<file path="src/rtl/hazard_stall_if.sv">
// Bundle of ID/EX hazard inputs and pipeline control outputs between the core pipeline and hazard_stall_unit.
interface hazard_stall_if #(parameter int CNT_WIDTH = 32);
    logic [4:0]           rs1_id;
    logic [4:0]           rs2_id;
    logic                 rs1_used_id;
    logic                 rs2_used_id;
    logic [4:0]           rd_id;
    logic                 reg_wr_id;
    logic                 md_op_id;
    logic [4:0]           rd_ex;
    logic                 mem_read_ex;
    logic                 md_issue_ex;
    logic                 branch_mispredict;
    logic                 mem_stall;
    logic                 wb_busy;
    logic                 stall_if;
    logic                 stall_id;
    logic                 stall_ex;
    logic                 stall_mem;
    logic                 flush_id;
    logic                 bubble_ex;
    logic                 md_busy;
    logic                 md_wb_valid;
    logic [4:0]           md_wb_rd;
    logic [CNT_WIDTH-1:0] stall_cycles;

    modport master (
        output rs1_id, rs2_id, rs1_used_id, rs2_used_id, rd_id, reg_wr_id, md_op_id,
               rd_ex, mem_read_ex, md_issue_ex, branch_mispredict, mem_stall, wb_busy,
        input  stall_if, stall_id, stall_ex, stall_mem, flush_id, bubble_ex,
               md_busy, md_wb_valid, md_wb_rd, stall_cycles
    );

    modport slave (
        input  rs1_id, rs2_id, rs1_used_id, rs2_used_id, rd_id, reg_wr_id, md_op_id,
               rd_ex, mem_read_ex, md_issue_ex, branch_mispredict, mem_stall, wb_busy,
        output stall_if, stall_id, stall_ex, stall_mem, flush_id, bubble_ex,
               md_busy, md_wb_valid, md_wb_rd, stall_cycles
    );
endinterface

</file>
<file path="src/rtl/hazard_stall_unit.sv">
// Load-use / multi-cycle-unit hazard detection, stall/flush generation and MD writeback tracking.
//  state | meaning
//  IDLE  | no MD op outstanding
//  BUSY  | MD op executing, cnt counts down remaining cycles
//  DONE  | result ready, strobing writeback whenever WB port is free
module hazard_stall_unit #(
    parameter int MD_LATENCY = 4,
    parameter int CNT_WIDTH  = 32
) (
    input logic           clk,
    input logic           rst,
    hazard_stall_if.slave bus
);
    localparam int CW = (MD_LATENCY > 1) ? $clog2(MD_LATENCY) : 1;

    typedef enum logic [1:0] {
        IDLE = 2'd0,
        BUSY = 2'd1,
        DONE = 2'd2
    } state_t;

    state_t         state, state_nxt;
    logic [CW-1:0]  cnt, cnt_nxt;
    logic [4:0]     md_rd_q, md_rd_nxt;
    logic           ldu, mdh, md_hit;

    always_ff @(posedge clk or posedge rst) begin
        if (rst) begin
            state   <= IDLE;
            cnt     <= '0;
            md_rd_q <= '0;
        end else begin
            state   <= state_nxt;
            cnt     <= cnt_nxt;
            md_rd_q <= md_rd_nxt;
        end
    end

    // Issue is refused while memory stalls; EX will present it again.
    always_comb begin
        state_nxt = state;
        cnt_nxt   = cnt;
        md_rd_nxt = md_rd_q;
        case (state)
            IDLE: begin
                if (bus.md_issue_ex && !bus.mem_stall) begin
                    state_nxt = BUSY;
                    cnt_nxt   = CW'(MD_LATENCY - 1);
                    md_rd_nxt = bus.rd_ex;
                end
            end
            BUSY: begin
                if (cnt != '0) cnt_nxt = cnt - CW'(1);
                else           state_nxt = DONE;
            end
            DONE: begin
                if (!bus.wb_busy) state_nxt = IDLE;
            end
            default: state_nxt = IDLE;
        endcase
    end

    always_comb begin
        ldu = bus.mem_read_ex && (bus.rd_ex != 5'd0) &&
              ((bus.rs1_used_id && (bus.rs1_id == bus.rd_ex)) ||
               (bus.rs2_used_id && (bus.rs2_id == bus.rd_ex)));
        md_hit = (md_rd_q != 5'd0) &&
                 ((bus.rs1_used_id && (bus.rs1_id == md_rd_q)) ||
                  (bus.rs2_used_id && (bus.rs2_id == md_rd_q)) ||
                  (bus.reg_wr_id   && (bus.rd_id  == md_rd_q)));
        mdh = (state != IDLE) && (bus.md_op_id || md_hit);

        bus.stall_if  = 1'b0;
        bus.stall_id  = 1'b0;
        bus.stall_ex  = 1'b0;
        bus.stall_mem = 1'b0;
        bus.flush_id  = 1'b0;
        bus.bubble_ex = 1'b0;
        if (bus.branch_mispredict) begin
            bus.flush_id  = 1'b1;
            bus.bubble_ex = 1'b1;
        end else if (bus.mem_stall) begin
            bus.stall_if  = 1'b1;
            bus.stall_id  = 1'b1;
            bus.stall_ex  = 1'b1;
            bus.stall_mem = 1'b1;
        end else if (ldu || mdh) begin
            bus.stall_if  = 1'b1;
            bus.stall_id  = 1'b1;
            bus.bubble_ex = 1'b1;
        end

        bus.md_busy     = (state != IDLE);
        bus.md_wb_valid = (state == DONE) && !bus.wb_busy;
        bus.md_wb_rd    = (state == DONE) ? md_rd_q : 5'd0;
    end

    always_ff @(posedge clk or posedge rst) begin
        if (rst)                                         bus.stall_cycles <= '0;
        else if (bus.stall_id && (bus.stall_cycles != '1)) bus.stall_cycles <= bus.stall_cycles + 1'b1;
    end
endmodule
</file>
<file path="src/flat_wrapper.sv">
// flat-port wrapper written by rule: the top's interface ports become plain ports
module hazard_stall_unit_flat 
#(
    parameter int MD_LATENCY = 4,
    parameter int CNT_WIDTH  = 32
)
  (clk, rst, bus_rs1_id, bus_rs2_id, bus_rs1_used_id, bus_rs2_used_id, bus_rd_id, bus_reg_wr_id, bus_md_op_id, bus_rd_ex, bus_mem_read_ex, bus_md_issue_ex, bus_branch_mispredict, bus_mem_stall, bus_wb_busy, bus_stall_if, bus_stall_id, bus_stall_ex, bus_stall_mem, bus_flush_id, bus_bubble_ex, bus_md_busy, bus_md_wb_valid, bus_md_wb_rd, bus_stall_cycles);
  hazard_stall_if #(.CNT_WIDTH(CNT_WIDTH)) bus_i ();
  input logic clk;
  input logic rst;
  input wire logic [$bits(bus_i.rs1_id)-1:0] bus_rs1_id;
  input wire logic [$bits(bus_i.rs2_id)-1:0] bus_rs2_id;
  input wire logic [$bits(bus_i.rs1_used_id)-1:0] bus_rs1_used_id;
  input wire logic [$bits(bus_i.rs2_used_id)-1:0] bus_rs2_used_id;
  input wire logic [$bits(bus_i.rd_id)-1:0] bus_rd_id;
  input wire logic [$bits(bus_i.reg_wr_id)-1:0] bus_reg_wr_id;
  input wire logic [$bits(bus_i.md_op_id)-1:0] bus_md_op_id;
  input wire logic [$bits(bus_i.rd_ex)-1:0] bus_rd_ex;
  input wire logic [$bits(bus_i.mem_read_ex)-1:0] bus_mem_read_ex;
  input wire logic [$bits(bus_i.md_issue_ex)-1:0] bus_md_issue_ex;
  input wire logic [$bits(bus_i.branch_mispredict)-1:0] bus_branch_mispredict;
  input wire logic [$bits(bus_i.mem_stall)-1:0] bus_mem_stall;
  input wire logic [$bits(bus_i.wb_busy)-1:0] bus_wb_busy;
  output wire logic [$bits(bus_i.stall_if)-1:0] bus_stall_if;
  output wire logic [$bits(bus_i.stall_id)-1:0] bus_stall_id;
  output wire logic [$bits(bus_i.stall_ex)-1:0] bus_stall_ex;
  output wire logic [$bits(bus_i.stall_mem)-1:0] bus_stall_mem;
  output wire logic [$bits(bus_i.flush_id)-1:0] bus_flush_id;
  output wire logic [$bits(bus_i.bubble_ex)-1:0] bus_bubble_ex;
  output wire logic [$bits(bus_i.md_busy)-1:0] bus_md_busy;
  output wire logic [$bits(bus_i.md_wb_valid)-1:0] bus_md_wb_valid;
  output wire logic [$bits(bus_i.md_wb_rd)-1:0] bus_md_wb_rd;
  output wire logic [$bits(bus_i.stall_cycles)-1:0] bus_stall_cycles;
  assign bus_i.rs1_id = bus_rs1_id;
  assign bus_i.rs2_id = bus_rs2_id;
  assign bus_i.rs1_used_id = bus_rs1_used_id;
  assign bus_i.rs2_used_id = bus_rs2_used_id;
  assign bus_i.rd_id = bus_rd_id;
  assign bus_i.reg_wr_id = bus_reg_wr_id;
  assign bus_i.md_op_id = bus_md_op_id;
  assign bus_i.rd_ex = bus_rd_ex;
  assign bus_i.mem_read_ex = bus_mem_read_ex;
  assign bus_i.md_issue_ex = bus_md_issue_ex;
  assign bus_i.branch_mispredict = bus_branch_mispredict;
  assign bus_i.mem_stall = bus_mem_stall;
  assign bus_i.wb_busy = bus_wb_busy;
  assign bus_stall_if = bus_i.stall_if;
  assign bus_stall_id = bus_i.stall_id;
  assign bus_stall_ex = bus_i.stall_ex;
  assign bus_stall_mem = bus_i.stall_mem;
  assign bus_flush_id = bus_i.flush_id;
  assign bus_bubble_ex = bus_i.bubble_ex;
  assign bus_md_busy = bus_i.md_busy;
  assign bus_md_wb_valid = bus_i.md_wb_valid;
  assign bus_md_wb_rd = bus_i.md_wb_rd;
  assign bus_stall_cycles = bus_i.stall_cycles;
  hazard_stall_unit #(.MD_LATENCY(MD_LATENCY), .CNT_WIDTH(CNT_WIDTH)) u_core (.clk(clk), .rst(rst), .bus(bus_i));
endmodule
</file>
<file path="config.mk">
export PLATFORM = sky130hd
export DESIGN_NAME = hazard_stall_unit_flat
export DESIGN_NICKNAME = d
export VERILOG_FILES = /design/src/rtl/hazard_stall_if.sv /design/src/rtl/hazard_stall_unit.sv /design/src/flat_wrapper.sv
export SDC_FILE = /design/constraint.sdc
export NUM_CORES = 1
export LEC_CHECK = 0
export ABC_CLOCK_PERIOD_IN_PS = 3300
export BUFFER_PORTS_ARGS = -buffer_cell sky130_fd_sc_hd__buf_2
export CAP_MARGIN = 0
export CORE_MARGIN = 2
export CORE_UTILIZATION = 52
export DETAILED_ROUTE_END_ITERATION = 10
export GPL_TIMING_DRIVEN = 1
export PLACE_DENSITY_LB_ADDON = 0.25
export SYNTH_ARGS = -nofsm -noshare
export SYNTH_HDL_FRONTEND = slang
export SYNTH_SLANG_ARGS = --single-unit
</file>
<file path="constraint.sdc">
create_clock -name clk -period 3.3 [get_ports clk]
set_input_delay 0.33 -clock clk [delete_from_list [all_inputs] [get_ports clk]]
set_output_delay 0.33 -clock clk [all_outputs]
set_load 0.005 [all_outputs]
</file>
==> reports/results.md <==
## Status
• **result of the run** complete, no violations

## Job
• **max capacitance violation total** 0

## Place
• **IO buf count** 75
• **placed inst area** 2850 sq um
• **sum of net half-perimeters after detailed placement** 4430 microns
• **placer congestion estimate** 0.942
• **placed instance count** 368
• **DP Worst Slack** 716 ps

## Die
• **initial core utilization** 0.536
• **Die X-Extent** 73.3 microns
• **total I/O pin count** 76
• **Die Ht** 73.3 microns
• **area inside the core boundary** 4660 sq um
• **floorplan row count** 25
• **die footprint** 5370 sq um

## Timing
• **Final Hold Viols** 0
• **transition time at the pin with the least slew margin** 943 ps
• **worst setup skew after layout** 4.95 ps
• **count of endpoints failing setup in the final report** 0
• **Relative slew margins** 0.370
• **Achievable Freq** 345 MHz
• **post-layout minimum cycle time** 2900 ps
• **final slew viol count** 0
• **Worst Setup Slack, final** 400 ps
• **Final TNS setup** 0 ps
• **post-route clock period utilization** 0.879
• **unrepaired setup endpoints after global routing** no

## Power and ir drop
• **Internal** 1.13 mW
• **peak ir drop on the vdd network** 0.408 mV
• **Cell Pwr Density** 577 nW/um^2
• **Net Sw Frac** 0.341
• **sequential fraction of design power** 0.450
• **total power draw** 1.71 mW
• **NetSw** 584 uW
• **proportion of power drawn by combinational gates** 0.308
• **share of power burned in the clock network** 0.242
• **cell leakage power** 1.42 nW

## Synthesis
• **total nets after synthesis** 284
• **number of different library cells in the post-synthesis netlist** 37
• **asr flop ratio synth** 1.00
• **mean instance size in the synthesized netlist** 9.94 sq um
• **post-synthesis instance area** 2500 sq um
• **warning count from the yosys run** 0
• **number of enable-type register cells in the synthesized netlist** 0
• **dominant register cell in the synthesized netlist** dfrtp_1
• **post-synthesis register bit count** 41
• **share of the yosys chip area belonging to registers** 0.411
• **synthesized instance count** 251

## Global routing
• **remaining global-route overflow** 0
• **all-layer global routing usage** 0.234
• **global-route wire length before repair** 9710 microns
• **vias in the first global route** 2002
• **largest net degree at the start of global routing** 33
• **initial antenna violation count** 0

## Final layout
• **Cell Count, Final, Fillers Out** 376
• **layout cells sized above 1** 0.320
• **final std cell area, no fill** 2970 sq um
• **number of diodes added for antenna fixing** 0
• **synth-to-layout area growth** 19.1%
• **count of fill cells added during filler insertion** 402
• **number of nets in the finished design** 354

## CTS
• **TritonCTS buffer count** 5
• **deepest clock path buffer count** 2
• **clock latency of the later-clocked register in the worst-skew pair** 290 ps
• **buffer type at the clock tree root** clkbuf_8
• **number of levels the H-tree was split into** 2
• **Resized Gates After CTS** 0
• **number of clock sinks** 41
• **count of hold buffers inserted by post-cts repair** 0
• **clock-pin slew reported for the worst setup and hold paths after clock tree synthesis** 80 ps
• **TritonCTS clock tree** done
• **setup fix buffers added after clock tree synthesis** 0

## Setup path
• **critical path fanouts, max** 32
• **reg2reg end** u_core.bus.stall_cycles[1]
• **Register-to-Register Setup Slack** 710 ps
• **Worst path max stage delay** 530 ps
• **kind of launch point of the worst setup path** register
• **data required time at the worst endpoint** 2970 ps
• **slowest CP cell** or4_4
• **worst setup path class** register to output pin
• **cells traversed along the worst timing path** xor2_1, nor4_1, and3_1, or4_4, a221oi_4, buf_4, nor2_1, buf_2
• **kind of end point of the critical path** output pin
• **launch point of the worst reg-to-reg path** u_core.md_rd_q[0]
• **cells on worst reg2reg path** 8
• **worst endpoint data arrival time** 2570 ps

## Detailed routing
• **post-detailed-route count of antenna-violating nets** 0
• **first-pass iteration count of the detailed router** 4
• **post-detailed-route via-to-cell ratio** 5.61
• **Routed WL** 5670 microns
• **vias post-DR** 2108
• **number of violations reported at the end of detailed-routing iteration 0** 97
• **routed len/inst** 15.1 microns
• **Remaining DRCs** 0

## Hold path
• **kind of path behind the tightest hold check** input port to async pin

==> cell type report <==
class                      count  area (sq um)  area share
clock inverter                 2          37.5      0.0126
tap                           54          67.6      0.0227
clock buffer                   6          82.6      0.0278
inverter                       9          33.8      0.0114
sequential                    41          1030       0.345
multi-input combinational    186          1330       0.447
timing repair buffer          78           398       0.134
==> metal layers <==
| layer | up-vias | part of all wire | global-route usage |
|---|---|---|---|
| li1 | 1017 | - | - |
| met1 | 1023 | 0.45 | 0.331 |
| met2 | 64 | 0.48 | 0.371 |
| met3 | 4 | 0.054 | 0.0508 |
| met4 | 0 | 0.0086 | 0.0556 |
| met5 | - | 0 | 0 |
==> cell usage in the layout (no fill, tap or decap), drive strengths merged <==
| master | n |
|---|---|
| o21a | 1 |
| xnor2 | 10 |
| nor2 | 11 |
| clkinvlp | 1 |
| nand4 | 11 |
| and4 | 2 |
| inv | 9 |
| and2 | 6 |
| a22oi | 1 |
| a22o | 1 |
| nand3 | 12 |
| or4 | 5 |
| a31oi | 1 |
| dfrtp | 41 |
| nor2b | 5 |
| buf | 78 |
| or3 | 1 |
| nor3 | 16 |
| or2 | 4 |
| a221oi | 1 |
| nand2 | 11 |
| mux2 | 6 |
| and3 | 4 |
| ha | 2 |
| bufinv | 1 |
| xor2 | 46 |
| nor4b | 2 |
| clkbuf | 6 |
| o21bai | 1 |
| nor3b | 4 |
| a21oi | 2 |
| nor4 | 20 |
==> synth_stat cells (2+ instances only) <==
master | instances | area share
or2_2 | 4 | 0.010
mux2_2 | 5 | 0.023
nor2b_1 | 5 | 0.013
ha_1 | 2 | 0.010
or4_1 | 4 | 0.012
nor3_1 | 16 | 0.032
buf_4 | 7 | 0.021
xor2_1 | 46 | 0.16
dfrtp_1 | 41 | 0.41
and3_1 | 4 | 0.010
and4_4 | 2 | 0.0090
buf_2 | 3 | 0.0060
nand3_1 | 11 | 0.022
xnor2_1 | 10 | 0.035
nand4_1 | 11 | 0.028
inv_1 | 9 | 0.014
nor2_1 | 10 | 0.015
and2_1 | 6 | 0.015
a21oi_1 | 2 | 0.0040
nor4_1 | 20 | 0.050
nand2_1 | 11 | 0.017
clkbuf_1 | 2 | 0.0030
nor3b_1 | 4 | 0.012
buf_6 | 3 | 0.014
==> through the flow <==
stage,hold WS (ps),util
global placement,458,0.612
global route,287,0.638
floorplan,440,-
CTS,285,0.638
detailed placement,468,0.612
finish,240,0.638
==> cell families (layout without fill, tap and decap cells) <==
logic type,after synthesis,in the layout,synth area share
AOI/OAI and AO/OA,8,8,0.0296
xor gates and xnor gates,56,56,0.196
adders and majority gates,2,2,0.0100
buffers and inverters,24,95,0.0571
DFF,41,41,0.411
muxes,6,6,0.0286
and+or+nand+nor,114,114,0.267
==> worst max-delay path, delay by kind of cell (launching register included) <==
| family | cells | cell delay [ps] |
|---|---|---|
| simple gates | 4 | 840 |
| buf+inv | 2 | 500 |
| compound gates | 1 | 270 |
| flops | 1 | 460 |
| xor+xnor | 1 | 200 |
==> how the worst max path moves through the flow <==
stage | startpoint | to | cells past startpoint
after detailed placement | u_core.md_rd_q[0] | bus_stall_id | 8
final | u_core.md_rd_q[0] | bus_stall_id | 8
after global placement | u_core.md_rd_q[3] | bus_stall_id | 8
after floorplan | u_core.md_rd_q[3] | bus_stall_if | 9
after global routing | u_core.md_rd_q[4] | bus_stall_if | 8
after CTS | u_core.md_rd_q[4] | bus_stall_id | 8
==> sequential cells by signal, indices dropped and copies added, names as in the netlist <==
signal	count
u_core.bus.stall_cycles	32
u_core.md_rd_q	5
u_core.cnt	2
u_core.state	2
==> power groups by stage <==
| stage | clock network, mW | logic, mW | registers [mW] |
|---|---|---|---|
| 2_1_floorplan | 0 | 0.451 | 0.711 |
| 3_3_place_gp | 0 | 0.516 | 0.771 |
| 3_5_place_dp | 0 | 0.531 | 0.778 |
| 4_1_cts | 0.425 | 0.535 | 0.769 |
| 5_1_grt | 0.450 | 0.588 | 0.797 |
| 6_report | 0.415 | 0.528 | 0.771 |
No activity file was read; power rests on OpenSTA's default activity.
